`config.mk`:
```
export PLATFORM = sky130hd
export DESIGN_NAME = chal_mem_arbiter
export DESIGN_NICKNAME = d
export VERILOG_FILES = /design/src/rtl/chal_mem_arbiter.sv
export SDC_FILE = /design/constraint.sdc
export NUM_CORES = 1
export LEC_CHECK = 0
export CAP_MARGIN = 20
export CELL_PAD_IN_SITES_DETAIL_PLACEMENT = 1
export CELL_PAD_IN_SITES_GLOBAL_PLACEMENT = 2
export CORE_ASPECT_RATIO = 0.75
export CORE_MARGIN = 2
export CORE_UTILIZATION = 20
export DETAILED_ROUTE_END_ITERATION = 16
export GPL_TIMING_DRIVEN = 0
export HOLD_SLACK_MARGIN = 0.08
export PLACE_DENSITY = 0.84
export SLEW_MARGIN = 15
export SYNTH_ARGS = -nofsm -noshare
export SYNTH_HDL_FRONTEND = slang
export SYNTH_SLANG_ARGS = --single-unit
```
`constraint.sdc`:
```
create_clock -name mclk -period 5.3 [get_ports mclk]
set_clock_uncertainty 0.2 [all_clocks]
set_input_delay 0.795 -clock mclk [delete_from_list [all_inputs] [get_ports mclk]]
set_output_delay 0.795 -clock mclk [all_outputs]
set_load 0.05 [all_outputs]
```
`src/rtl/chal_mem_arbiter.sv`:
```
// chal_mem_arbiter
// Shares the single-port challenge RAM between the peripheral bus and the attestation engine.
// The bus has absolute priority and never waits. The engine streams a burst of words through
// a valid/ready port. While a burst is active the challenge is locked and bus writes are
// dropped, so the words being attested cannot change mid-read.
//
// Ports:
//   mclk, puc_rst        clock, synchronous active-high reset
//   bus_en/we/addr/din   peripheral access (bus_we == 0 means read)
//   bus_dout             read data, valid the cycle after a bus read, 0 otherwise
//   bus_wr_blocked       pulse: a bus write was dropped because the challenge is locked
//   eng_req/start/len    burst request (sampled in idle only)
//   eng_abort            cancel the current burst
//   eng_data/valid/ready streamed word, valid/ready handshake
//   eng_busy, chal_lock  burst active
//   eng_done, eng_err    pulses: burst completed / request with illegal length
//   ram_*                RAM port (active-low enables, read data one cycle after access)
module chal_mem_arbiter #(
  parameter int unsigned ADDR_W     = 4,
  parameter int unsigned CHAL_WORDS = 16
) (
  input  logic              mclk,
  input  logic              puc_rst,
  // Peripheral bus
  input  logic              bus_en,
  input  logic [1:0]        bus_we,
  input  logic [ADDR_W-1:0] bus_addr,
  input  logic [15:0]       bus_din,
  output logic [15:0]       bus_dout,
  output logic              bus_wr_blocked,
  // Attestation engine
  input  logic              eng_req,
  input  logic [ADDR_W-1:0] eng_start,
  input  logic [ADDR_W:0]   eng_len,
  input  logic              eng_abort,
  output logic [15:0]       eng_data,
  output logic              eng_valid,
  input  logic              eng_ready,
  output logic              eng_busy,
  output logic              eng_done,
  output logic              eng_err,
  output logic              chal_lock,
  // RAM port
  output logic [ADDR_W-1:0] ram_addr,
  output logic              ram_cen,
  output logic [1:0]        ram_wen,
  output logic [15:0]       ram_din,
  input  logic [15:0]       ram_dout
);

  localparam logic [ADDR_W:0] LenMax = (ADDR_W + 1)'(CHAL_WORDS);
  localparam logic [ADDR_W:0] LenOne = (ADDR_W + 1)'(1);

  typedef enum logic [1:0] {StIdle, StRun, StDrain} state_e;

  state_e            state_q;
  logic [ADDR_W-1:0] ptr_q;
  logic [ADDR_W:0]   rem_q;
  // An engine read returns exactly one cycle after issue, so the in-flight flag doubles as
  // the engine source tag for the returning data.
  logic              eng_inflight_q;
  logic              bus_tag_q;
  logic [15:0]       eng_data_q;
  logic              eng_valid_q;
  logic              eng_done_q;
  logic              eng_err_q;
  logic              wr_blocked_q;

  logic busy;
  logic bus_wr_req;
  logic bus_rd;
  logic bus_wr;
  logic bus_blk;
  logic bus_slot;
  logic eng_hs;
  logic eng_rd;
  logic len_ok;
  logic abort;

  assign busy       = (state_q != StIdle);
  assign bus_wr_req = bus_en & (bus_we != 2'b00);
  assign bus_rd     = bus_en & (bus_we == 2'b00);
  assign bus_wr     = bus_wr_req & ~busy;
  // A dropped write does not occupy the RAM, so the engine may use that cycle.
  assign bus_blk    = bus_wr_req & busy;
  assign bus_slot   = bus_rd | bus_wr;
  assign eng_hs     = eng_valid_q & eng_ready;
  // Only issue when the output register is free (or being emptied) so a return never
  // overwrites an unaccepted word.
  assign eng_rd     = (state_q == StRun) & ~bus_slot & ~eng_inflight_q &
                      (~eng_valid_q | eng_ready);
  assign len_ok     = (eng_len != '0) && (eng_len <= LenMax);
  assign abort      = busy & eng_abort;

  // RAM arbitration: bus read, bus write, engine read, else idle.
  always_comb begin
    ram_cen  = 1'b1;
    ram_wen  = 2'b11;
    ram_addr = '0;
    ram_din  = '0;
    if (!puc_rst) begin
      if (bus_rd) begin
        ram_cen  = 1'b0;
        ram_addr = bus_addr;
      end else if (bus_wr) begin
        ram_cen  = 1'b0;
        ram_wen  = ~bus_we;
        ram_addr = bus_addr;
        ram_din  = bus_din;
      end else if (eng_rd) begin
        ram_cen  = 1'b0;
        ram_addr = ptr_q;
      end
    end
  end

  always_ff @(posedge mclk) begin
    if (puc_rst) begin
      state_q        <= StIdle;
      ptr_q          <= '0;
      rem_q          <= '0;
      eng_inflight_q <= 1'b0;
      bus_tag_q      <= 1'b0;
      eng_data_q     <= '0;
      eng_valid_q    <= 1'b0;
      eng_done_q     <= 1'b0;
      eng_err_q      <= 1'b0;
      wr_blocked_q   <= 1'b0;
    end else begin
      bus_tag_q    <= bus_rd;
      wr_blocked_q <= bus_blk;
      eng_done_q   <= 1'b0;
      eng_err_q    <= 1'b0;

      // Abort discards the returning word and wins over a simultaneous handshake.
      eng_inflight_q <= abort ? 1'b0 : eng_rd;
      if (abort) begin
        eng_valid_q <= 1'b0;
      end else if (eng_inflight_q) begin
        eng_valid_q <= 1'b1;
        eng_data_q  <= ram_dout;
      end else if (eng_hs) begin
        eng_valid_q <= 1'b0;
      end

      unique case (state_q)
        StIdle: begin
          if (eng_req) begin
            if (len_ok) begin
              ptr_q   <= eng_start;
              rem_q   <= eng_len;
              state_q <= StRun;
            end else begin
              eng_err_q <= 1'b1;
            end
          end
        end
        StRun: begin
          if (eng_abort) begin
            state_q <= StIdle;
          end else if (eng_rd) begin
            ptr_q <= ptr_q + 1'b1;
            rem_q <= rem_q - 1'b1;
            if (rem_q == LenOne) begin
              state_q <= StDrain;
            end
          end
        end
        StDrain: begin
          // Only the last word can be outstanding here; finish once it is accepted.
          if (eng_abort) begin
            state_q <= StIdle;
          end else if (eng_hs && !eng_inflight_q) begin
            state_q    <= StIdle;
            eng_done_q <= 1'b1;
          end
        end
        default: state_q <= StIdle;
      endcase
    end
  end

  assign bus_dout       = bus_tag_q ? ram_dout : 16'h0000;
  assign bus_wr_blocked = wr_blocked_q;
  assign eng_data       = eng_data_q;
  assign eng_valid      = eng_valid_q;
  assign eng_busy       = busy;
  assign chal_lock      = busy;
  assign eng_done       = eng_done_q;
  assign eng_err        = eng_err_q;

endmodule

```
Word level (Yosys, flattened, before mapping)
Cells that the tools add are included.
- bits in registers: 33
- input port bits: 53
- output and inout bits: 61
- word-level logic and storage cells: 96
- add/sub/neg operators: 2
- order comparisons: 1
- equal/unequal tests: 10
- mux-type cells: 37
- bitwise operators: 20
- reductions and logical operators: 16
- operators by type and width (cell ; count):
    two-way mux 16 bit ; 4
    two-way mux 4 bit ; 8
    two-way mux 2 bit ; 10
    two-way mux 5 bit ; 4
    case mux 5 bit (2 select lines) ; 1
    AND reduction 5 bit ; 2
    bitwise AND 1 bit ; 9
    two-way mux 1 bit ; 8
    != test 2 bit (second input constant) ; 4
    NOT 1 bit ; 8
    case mux 4 bit (2 select lines) ; 1
    nonzero test 2 bit ; 4
    != test 3 bit (second input constant) ; 2
    case mux 2 bit (3 select lines) ; 1
    OR reduction 3 bit ; 2
    == test 5 x 1 -> 1 bit (second input constant) ; 1
    <= comparator 5 bit (second input constant) ; 1
    nonzero test 5 bit ; 1
    subtractor 5 x 1 -> 5 bit (second input constant) ; 1
    adder 4 x 1 -> 4 bit (second input constant) ; 1
    logical NOT 2 bit ; 2
    != test 3 x 2 -> 1 bit (second input constant) ; 1
    == test 2 x 1 -> 1 bit (second input constant) ; 1
    == test 2 bit (second input constant) ; 1
    other kinds (6) ; 8

Longest topological paths before layout
Gate-level depths: netlist of run 1.
- depth after elaboration: 12
- depth in mapped cells: 9
- mapped depth without buffers: 6

Worst setup path after synthesis of run 1
No wires, ideal clock.
- path kind: in2out
- from: input bus_we[0]
- to: output ram_addr[0]
- arrival: 2410 ps
- data required time: 4305 ps
- setup slack: 1895 ps
- stages on the path: 4
- path buffers: 0
- cell sequence: nor2_1 o21ai_2 a21o_1 nor2_1
- cells in the longest elaborated chain, start to end: 12
- elaborated cells on any way between the ends: 14
- classes of those cells: mux: 4; bitwise: 8; reduce/logical: 2
- ends and longest elaborated chain (element ; RTL line ; RTL):
    start: declaration ; 26 ; input logic [1:0] bus_we,
    nonzero test 2 bit ; 81 ; assign bus_wr_req = bus_en & (bus_we != 2'b00);
    bitwise AND 1 bit ; 81 ;
    bitwise AND 1 bit ; 83 ; assign bus_wr = bus_wr_req & ~busy;
    bitwise OR 1 bit ; 86 ; assign bus_slot = bus_rd | bus_wr;
    NOT 1 bit ; 90 ; assign eng_rd = (state_q == StRun) & ~bus_slot & ~eng_inflight_q &
    bitwise AND 1 bit (3 in series) ; 90 ;
    two-way mux 4 bit ; 110 ; end else if (eng_rd) begin
    two-way mux 4 bit ; 105 ; end else if (bus_wr) begin
    two-way mux 4 bit * ; 102 ; if (bus_rd) begin
    two-way mux 4 bit * ; 101 ; if (!puc_rst) begin
    end: declaration ; 44 ; output logic [ADDR_W-1:0] ram_addr,
Every way passes the cells marked *; elsewhere a longest branch is shown, timed or not.

Final worst setup path of run 1
- from: input bus_en
- to: output ram_din[5]
- cells in the longest elaborated chain, start to end: 5
- elaborated cells on any way between the ends: 6
- classes of those cells: mux: 3; bitwise: 3
- ends and longest elaborated chain (element ; RTL line ; RTL):
    start: declaration ; 25 ; input logic bus_en,
    bitwise AND 1 bit ; 81 ;
    bitwise AND 1 bit ; 83 ;
    two-way mux 16 bit ; 105 ;
    two-way mux 16 bit * ; 102 ;
    two-way mux 16 bit * ; 101 ;
    end: declaration ; 47 ; output logic [15:0] ram_din,
Marks and branches as above.

==> results.cfg, run 1 <==
[run_status]
status = finished clean

[grt]
grt_pass1_vias = 2038
grt_pass1_wl_um = 10470
gr-total-overflow = 0
grt_usage_pct = 13.43
antenna_found_initial = 0
grt_start_max_net_pins = 11

[sta]
slew_violations = 0
rsz0062_at_grt = false
setup_viol = 0
fin_crit_sh_pct = 78.18
max_freq_ghz = 0.2413
slew_headroom_pct = 61.40
worst_slew_pin_slew_ns = 0.5789
worst_slack_ns = 1.156
period_needed_ns = 4.144
setup-tns-final_ns = 0
hold_violations = 0

[clock_tree]
cts_tree = built
cts-root-buf = clkbuf_16
cts_max_level = 2
postCtsHoldBufs = 0
clock-sinks = 33
numCtsBuffers = 5
clock_path_buffers = 2
clock_latency_ns = 0.27
cts_setup_buffers = 0
cts_resized = 0
path_clk_slew_ns = 0.05

[synth]
synth_edf_count = 0
synth_nets = 290
synth.distinct_cells = 42
synthTopCellsByCount = 44 x nand2_1, 33 x and2_1, 33 x dfxtp_1, 26 x a21oi_1, 14 x nor2_1
ys_seq_area_share_pct = 35.94
synth.most_common_cell = nand2_1
ys_warn_count = 0
synth_top_area_share_pct = 35.94
syn_area_um2 = 1838
synth_cells = 234
ys.flop_type = dfxtp_1
synth_largest_area_cell = dfxtp_1
avgSynthCellArea_um2 = 7.855
synth-seq-cells = 33
async_reset_ff_share_pct = 0
synth.area.top_cells = dfxtp_1 36%, and2_1 11%, nand2_1 9.0%

[floorplan]
pin_count = 114
initial_core_util_pct = 20.49
core_um2 = 8971
fp.dieH_um = 87.02
dieArea_um2 = 9981
dieWidth_um = 114.7
placementRows = 30

[power_and_ir_drop]
powerDensity_nw_per_um2 = 225.8
cellLeakagePower_nw = 1.140
total_power_w = 0.0007329
vdd_drop_max_mv = 0.1089

[worst_setup_path]
cp-start-kind = input port
cp-end-kind = output port
path_delay_family = buffers and inverters
crit_chain = clkdlybuf4s50_1 -> nand2b_1 -> nor3_2 -> clkbuf_1 -> and2_1 -> clkdlybuf4s50_1
critPathSlowestCell = clkdlybuf4s50_1
cp.arrival_ns = 3.15
crit_required_ns = 4.30
crit_top_cell = clkdlybuf4s50_1
path_max_fanout = 10
critical_path_class = in -> out
worst-path-buf-inv = 3
slowest_delay_ns = 0.81

[routing]
drc = 0
drt-initial-drc-count = 64
antenna_left = 0
wl_met3_um = 553
vias_per_cell = 4.454
wl_met2_um = 3138
dr_total_vias = 2080
wl_met1_um = 3066
first_pass_iters = 4
wl_per_cell_um = 14.58
topRoutingLayerUsed = met4
drt_wl_total_um = 6810

[layout]
nNetsFinal = 410
diodes = 0
drive_gt1_share_pct = 5.634
fin_area_um2 = 3246
syn_to_final_growth_pct = 76.58

[placed_design]
dp_hpwl_um = 5509
place_area_um2 = 3109
portBuffers = 113
pre_cts_slack_ns = 1.116
gpl.final_weighted_congestion = 0.7450

[job]
drv_cap = 0

[worst_hold_path]
hp-class = reg -> reg
## per-stage QoR
step | cells | hold slack, ns | utilization, %
global placement | 459 | 0.2421 | 34.66
detailed placement | 459 | 0.2464 | 34.66
floorplan | 234 | 0.2667 | -
finish | 467 | 0.2522 | 36.18
global route | 467 | 0.2809 | 36.18
CTS | 467 | 0.2541 | 36.18
## state kept, by name (all words and copies together) (netlist names)
| signal | cells |
|---|---|
| eng_data | 16 |
| rem_q | 5 |
| ptr_q | 4 |
| state_q | 2 |
| bus_tag_q | 1 |
| bus_wr_blocked | 1 |
| eng_done | 1 |
| eng_err | 1 |
| eng_inflight_q | 1 |
| eng_valid | 1 |
## per-layer routing
| metal | vias to the layer above | global-route usage, % |
|---|---|---|
| met3 | 4 | 3.062 |
| met4 | 0 | 3.286 |
| li1 | 1037 | - |
| met5 | - | 0 |
| met2 | 79 | 22.32 |
| met1 | 960 | 17.76 |
## worst paths after layout
check,startpoint,to,slack [ns],cells past startpoint
max,bus_en,ram_din[5],1.16,6
min reg2reg,eng_data[0]$_SDFFE_PP0P_,eng_data[0]$_SDFFE_PP0P_,0.25,2
max reg2reg,state_q[1]$_SDFFE_PP0P_,eng_data[11]$_SDFFE_PP0P_,3.32,9
min,eng_data[0]$_SDFFE_PP0P_,eng_data[0]$_SDFFE_PP0P_,0.25,2
## kinds of logic (layout without fill, tap and decap cells)
family	Yosys count	in the layout	share of synthesized area [%]
adders and majority gates	3	3	2.042
AOI/OAI and AO/OA	48	48	18.11
DFF	33	33	35.94
muxes	6	6	3.268
xor gates and xnor gates	1	1	0.4766
and+or+nand+nor	125	125	35.67
buffers and inverters	18	139	4.492
## report_power, final
group	internal [W]	total (W)	switching (W)
Clock	0.000175	0.000276	0.000101
Combinational	0.0000845	0.000191	0.000107
Sequential	0.000257	0.000265	0.00000847
Total	0.000516	0.000733	0.000217
## placed cells by master (no fill, tap or decap), drive strengths merged, types with 2 or more instances in the layout
master         netlist  routed
nor2                15      15
nor2b                4       4
nor4b                2       2
a21oi               26      26
nor3                 8       8
clkdlybuf4s50        0     113
inv                  4       4
o31ai                2       2
a211oi               3       3
clkbuf               8      16
nand4                2       2
a21o                 2       2
ha                   3       3
nand2               44      44
o21ai                6       6
buf                  5       5
nor4                 2       2
nand3                4       4
nand3b               2       2
and2                33      33
dfxtp               33      33
o32ai                4       4
mux2i                6       6
nor3b                3       3
nand2b               5       5
## layout make-up
cell class                      count  area, um2
Buffer                             13      63.81
Clock buffer                        8      136.4
Fill cell                        1085       5725
Inverter                            5      18.77
Multi-Input combinational cell    183       1095
Sequential cell                    33      660.6
Tap cell                          112      140.1
Timing Repair Buffer              113       1131
## tightest hold or removal path, cell delays in order, from the launching register on
cell	delay (ns)
dfxtp_1	0.30
nand2_1	0.05
a21oi_1	0.05
(Power assumes the default switching activity.)
==> run 2, diff against run 1 <==
--- a/config.mk
+++ b/config.mk
@@ -10,11 +10,11 @@
 export CELL_PAD_IN_SITES_GLOBAL_PLACEMENT = 2
 export CORE_ASPECT_RATIO = 0.75
 export CORE_MARGIN = 2
-export CORE_UTILIZATION = 20
+export CORE_UTILIZATION = 17
 export DETAILED_ROUTE_END_ITERATION = 16
 export GPL_TIMING_DRIVEN = 0
 export HOLD_SLACK_MARGIN = 0.08
-export PLACE_DENSITY = 0.84
+export PLACE_DENSITY = 0.76
 export SLEW_MARGIN = 15
 export SYNTH_ARGS = -nofsm -noshare
 export SYNTH_HDL_FRONTEND = slang
==> constraint.sdc (replaced) <==
create_clock -name mclk -period 3.5 [get_ports mclk]
set_clock_uncertainty 0.2 [all_clocks]
set_input_delay 0.525 -clock mclk [delete_from_list [all_inputs] [get_ports mclk]]
set_output_delay 0.525 -clock mclk [all_outputs]
set_load 0.05 [all_outputs]
==> run 2 against run 1 <==
Register-to-register slack got worse by 1.8 ns. Largest power group unchanged. Power is 57% higher. Setup slack worse by 1.0 ns. Sequential power grew 52%. Clock power up 66%. Sequential share of layout area shrank 0.23 points.
==> results.cfg, run 2 (synthesized netlist as in run 1, its figures left out) <==
[sta]
period_needed_ns = 3.345
hold_slack_ns = 0.2528
worst_slew_pin_slew_ns = 0.6064
fin_crit_sh_pct = 95.59
slew_headroom_pct = 59.57
setup-tns-final_ns = 0
hold_violations = 0
setup_viol = 0
slew_violations = 0
rsz0062_at_grt = false
max_freq_ghz = 0.2989

[floorplan]
pin_count = 114
dieWidth_um = 124.1
initial_core_util_pct = 17.66
core_um2 = 10410
placementRows = 32
dieArea_um2 = 11670
fp.dieH_um = 94.05

[clock_tree]
cts_tree = built
cts_setup_buffers = 0
clock_latency_ns = 0.27
clock_path_buffers = 2
cts_max_level = 2
cts-root-buf = clkbuf_16
path_clk_slew_ns = 0.06
clock-sinks = 33
postCtsHoldBufs = 0
numCtsBuffers = 5

[worst_setup_path]
cp-start-kind = input port
crit_start = bus_en
crit-reg2reg-launch = state_q[1]$_SDFFE_PP0P_
crit_chain = clkdlybuf4s50_1 -> nand2b_1 -> nor3_2 -> clkbuf_1 -> and2_1 -> clkdlybuf4s15_1
path_max_fanout = 10
critical_path_class = in -> out
cp-end-kind = output port
critPathSlowestCell = clkdlybuf4s50_1
crit_required_ns = 2.77
slowest_delay_ns = 0.56
cp.arrival_ns = 2.62

[grt]
antenna_found_initial = 0
grt_pass1_wl_um = 10700
grt_start_max_net_pins = 11
gr-total-overflow = 0
grt_usage_pct = 11.97
grt_pass1_vias = 2048

[worst_hold_path]
hp-start = eng_data[15]$_SDFFE_PP0P_
hp-class = reg -> reg

[placed_design]
place_area_um2 = 3139
portBuffers = 113
dp_hpwl_um = 5705
gpl.final_weighted_congestion = 0.7543

[layout]
diodes = 0
fin_area_um2 = 3283
nNetsFinal = 410
syn_to_final_growth_pct = 78.62
final_common_cell = clkdlybuf4s50_1
postLayoutCoreUtil_pct = 31.54
drive_gt1_share_pct = 7.606
layout_common_cells = 99 x clkdlybuf4s50_1, 44 x nand2_1, 33 x and2_1, 33 x dfxtp_1, 26 x a21oi_1
largest_reg_flops = 16

[routing]
wl_per_cell_um = 14.48
antenna_left = 0
first_pass_iters = 4
vias_per_cell = 4.255
drc = 0
drt_wl_total_um = 7111
dr_total_vias = 2089
drt-initial-drc-count = 74

[job]
drv_cap = 0

[power_and_ir_drop]
vdd_drop_max_mv = 0.1686
powerDensity_nw_per_um2 = 349.6
cellLeakagePower_nw = 1.223

[run_status]
status = finished clean
==> run 2: stage by stage <==
step / total power, W / setup WS [ns] / cells
after detailed placement: 0.0007039 / -0.2505 / 483
final: 0.001148 / 0.1545 / 491
after CTS: 0.001172 / 0.0009694 / 491
after global routing: 0.001203 / 0.009721 / 491
after global placement: 0.0006994 / -0.1717 / 483
after floorplan: 0.0005685 / 0.6348 / 234
==> run 2: final timing paths <==
kind | to | slack, ns | cells after the start
max | ram_din[2] | 0.15 | 6
min | eng_data[15]$_SDFFE_PP0P_ | 0.25 | 2
max reg2reg | eng_data[14]$_SDFFE_PP0P_ | 1.51 | 9
min reg2reg | eng_data[15]$_SDFFE_PP0P_ | 0.25 | 2
==> run 2: what timing repair did <==
item	CTS	global route
hold endpoints to repair	0	0
gates resized for setup	10	15
setup endpoints to repair	10	11
==> run 2: worst max-delay path, delay by kind of cell <==
family	cells	cell delay (ns)
buf+inv	3	1.38
simple gates	3	0.72
==> run 2: layout make-up <==
type,count,area [um2]
well taps,136,170.2
clock inverters,1,5.005
inverters,5,18.77
fillers,1233,7127
plain buffers,13,63.81
clock buffers,7,152.6
repair buffers,113,1117
flip-flops and latches,33,660.6
multi-input cells,183,1095
==> run 2: where the power goes <==
part	total [W]	internal [W]	leakage [nW]	switching, W
Clock	0.000459	0.000301	0.0799	0.000158
Combinational	0.000287	0.000124	0.876	0.000163
Sequential	0.000402	0.000389	0.268	0.0000134
==> run 2: layer usage <==
metal  GRT usage [%]  vias to the layer above  wire length [um]
met5               0                        -                 0
met2           19.40                       81              3125
met4           3.090                        0                47
met1           15.57                      969              3282
met3           3.398                        2               654
li1                -                     1037                 -
==> run 3, diff against run 2 <==
--- a/config.mk
+++ b/config.mk
@@ -9,7 +9,6 @@
 export CELL_PAD_IN_SITES_DETAIL_PLACEMENT = 1
 export CELL_PAD_IN_SITES_GLOBAL_PLACEMENT = 2
 export CORE_ASPECT_RATIO = 0.75
-export CORE_MARGIN = 2
 export CORE_UTILIZATION = 17
 export DETAILED_ROUTE_END_ITERATION = 16
 export GPL_TIMING_DRIVEN = 0
==> run 3 against run 2 <==
Hold slack improved by 0.00091 ns. Register-to-register slack got worse by 0.02 ns. Sequential cell count is the same. Critical path type unchanged. Cell count unchanged. Via count hardly changed. Clock-buffer cell count unchanged. Power grew 5.3%. Non-clock buffer count unchanged. Largest power group unchanged.
==> results.cfg, run 3 (synthesized netlist as in run 1, its figures left out) <==
[run_status]
status = finished clean

[sta]
setup_viol = 0
hold_violations = 0
period_needed_ns = 3.327
slew_violations = 0
worst_slew_pin_slew_ns = 0.5687
fin_crit_sh_pct = 95.07
max_freq_ghz = 0.3005
slew_headroom_pct = 62.08
rsz0062_at_grt = false
setup-tns-final_ns = 0

[worst_setup_path]
path_max_fanout = 10
critical_path_class = in -> out
crit_required_ns = 2.77
cp-start-kind = input port
cp-end-kind = output port
cp.arrival_ns = 2.60

[grt]
grt_start_max_net_pins = 11
grt_pass1_wl_um = 11020
antenna_found_initial = 0
grt_usage_pct = 12.60
gr-total-overflow = 0
grt_pass1_vias = 2159

[floorplan]
placementRows = 32
fp.dieH_um = 92.05
pin_count = 114
dieArea_um2 = 11240
initial_core_util_pct = 17.66
dieWidth_um = 122.1
core_um2 = 10410

[layout]
diodes = 0
multi_input_area_um2 = 1101
nNetsFinal = 410
postLayoutCoreUtil_pct = 31.72
layout_common_cells = 98 x clkdlybuf4s50_1, 44 x nand2_1, 33 x and2_1, 33 x dfxtp_1, 26 x a21oi_1
syn_to_final_growth_pct = 79.65
largest_reg_flops = 16
n_fill_cell = 1229
fin_area_um2 = 3302
final_common_cell = clkdlybuf4s50_1
drive_gt1_share_pct = 6.479
seqCellArea_um2 = 660.6

[routing]
drc = 0
antenna_left = 0
first_pass_iters = 4
wl_per_cell_um = 14.36
drt-initial-drc-count = 40
dr_total_vias = 2090
vias_per_cell = 4.257
drt_wl_total_um = 7050

[clock_tree]
cts_resized = 14
path_clk_slew_ns = 0.05
clock_latency_ns = 0.27
cts_setup_buffers = 0
clock_path_buffers = 2
cts-root-buf = clkbuf_16
cts_max_level = 2
clock-sinks = 33
postCtsHoldBufs = 0
cts_tree = built
numCtsBuffers = 5

[job]
drv_cap = 0

[worst_hold_path]
hp-class = reg -> reg

[placed_design]
dp_hpwl_um = 5715
portBuffers = 113
place_area_um2 = 3139
gpl.final_weighted_congestion = 0.7577

[power_and_ir_drop]
powerDensity_nw_per_um2 = 366.0
vdd_drop_max_mv = 0.2258
cellLeakagePower_nw = 1.204
run 3: cell types whose count changed in the layout (fill, tap and decap cells not counted), sizes merged:
| cell | delta |
|---|---|
| clkdlybuf4s15 | -1 |
| clkdlybuf4s50 | -1 |
| dlymetal6s2s | -3 |
| bufinv | +1 |
| dlygate4sd2 | +8 |
| clkinv | -1 |
| clkbuf | -3 |
run 3: power breakdown:
group | internal, W | switching, W
registers | 0.000389 | 0.0000134
logic | 0.000123 | 0.000163
clock network | 0.000356 | 0.000164
total | 0.000868 | 0.000341
run 3: per-stage QoR:
| step | total power (W) | worst slack, ns | hold slack, ns | std cells |
|---|---|---|---|---|
| 5_1_grt | 0.001261 | 0.009769 | 0.2772 | 491 |
| 2_1_floorplan | 0.0005685 | 0.6348 | 0.2667 | 234 |
| 6_report | 0.001208 | 0.1726 | 0.2537 | 491 |
| 4_1_cts | 0.001228 | 0.005190 | 0.2545 | 491 |
| 3_3_place_gp | 0.0006988 | -0.2060 | 0.2418 | 483 |
| 3_5_place_dp | 0.0007037 | -0.2609 | 0.2468 | 483 |
run 3: cell type report:
class	count	area share, %
tap	136	5.153
multi-input combinational	183	33.35
clock buffer	7	4.320
timing repair buffer	113	33.76
sequential	33	20.01
buffer	13	1.933
inverter	5	0.5684
clock inverter	1	0.9094
run 3: final timing paths:
path / depth (start not counted) / slack (ns) / startpoint / end
setup / recovery: 6 / 0.17 / bus_en / ram_din[3]
hold / removal: 2 / 0.25 / eng_data[15]$_SDFFE_PP0P_ / eng_data[15]$_SDFFE_PP0P_
setup reg to reg: 6 / 1.49 / state_q[0]$_SDFFE_PP0P_ / rem_q[2]$_SDFFE_PP0P_
hold reg to reg: 2 / 0.25 / eng_data[15]$_SDFFE_PP0P_ / eng_data[15]$_SDFFE_PP0P_
run 3: critical path, stage by stage:
cell	delay, ns
clkdlybuf4s50_1	0.58
nand2b_1	0.16
nor3_4	0.32
clkbuf_1	0.31
and2_1	0.17
dlygate4sd2_1	0.54
run 3: metal layers:
metal | track usage, % | up-vias | wire length (um)
li1 | - | 1040 | -
met2 | 21.94 | 74 | 3219
met3 | 3.731 | 5 | 534
met4 | 2.439 | 0 | 46
met5 | 0 | - | 0
met1 | 15.25 | 971 | 3250
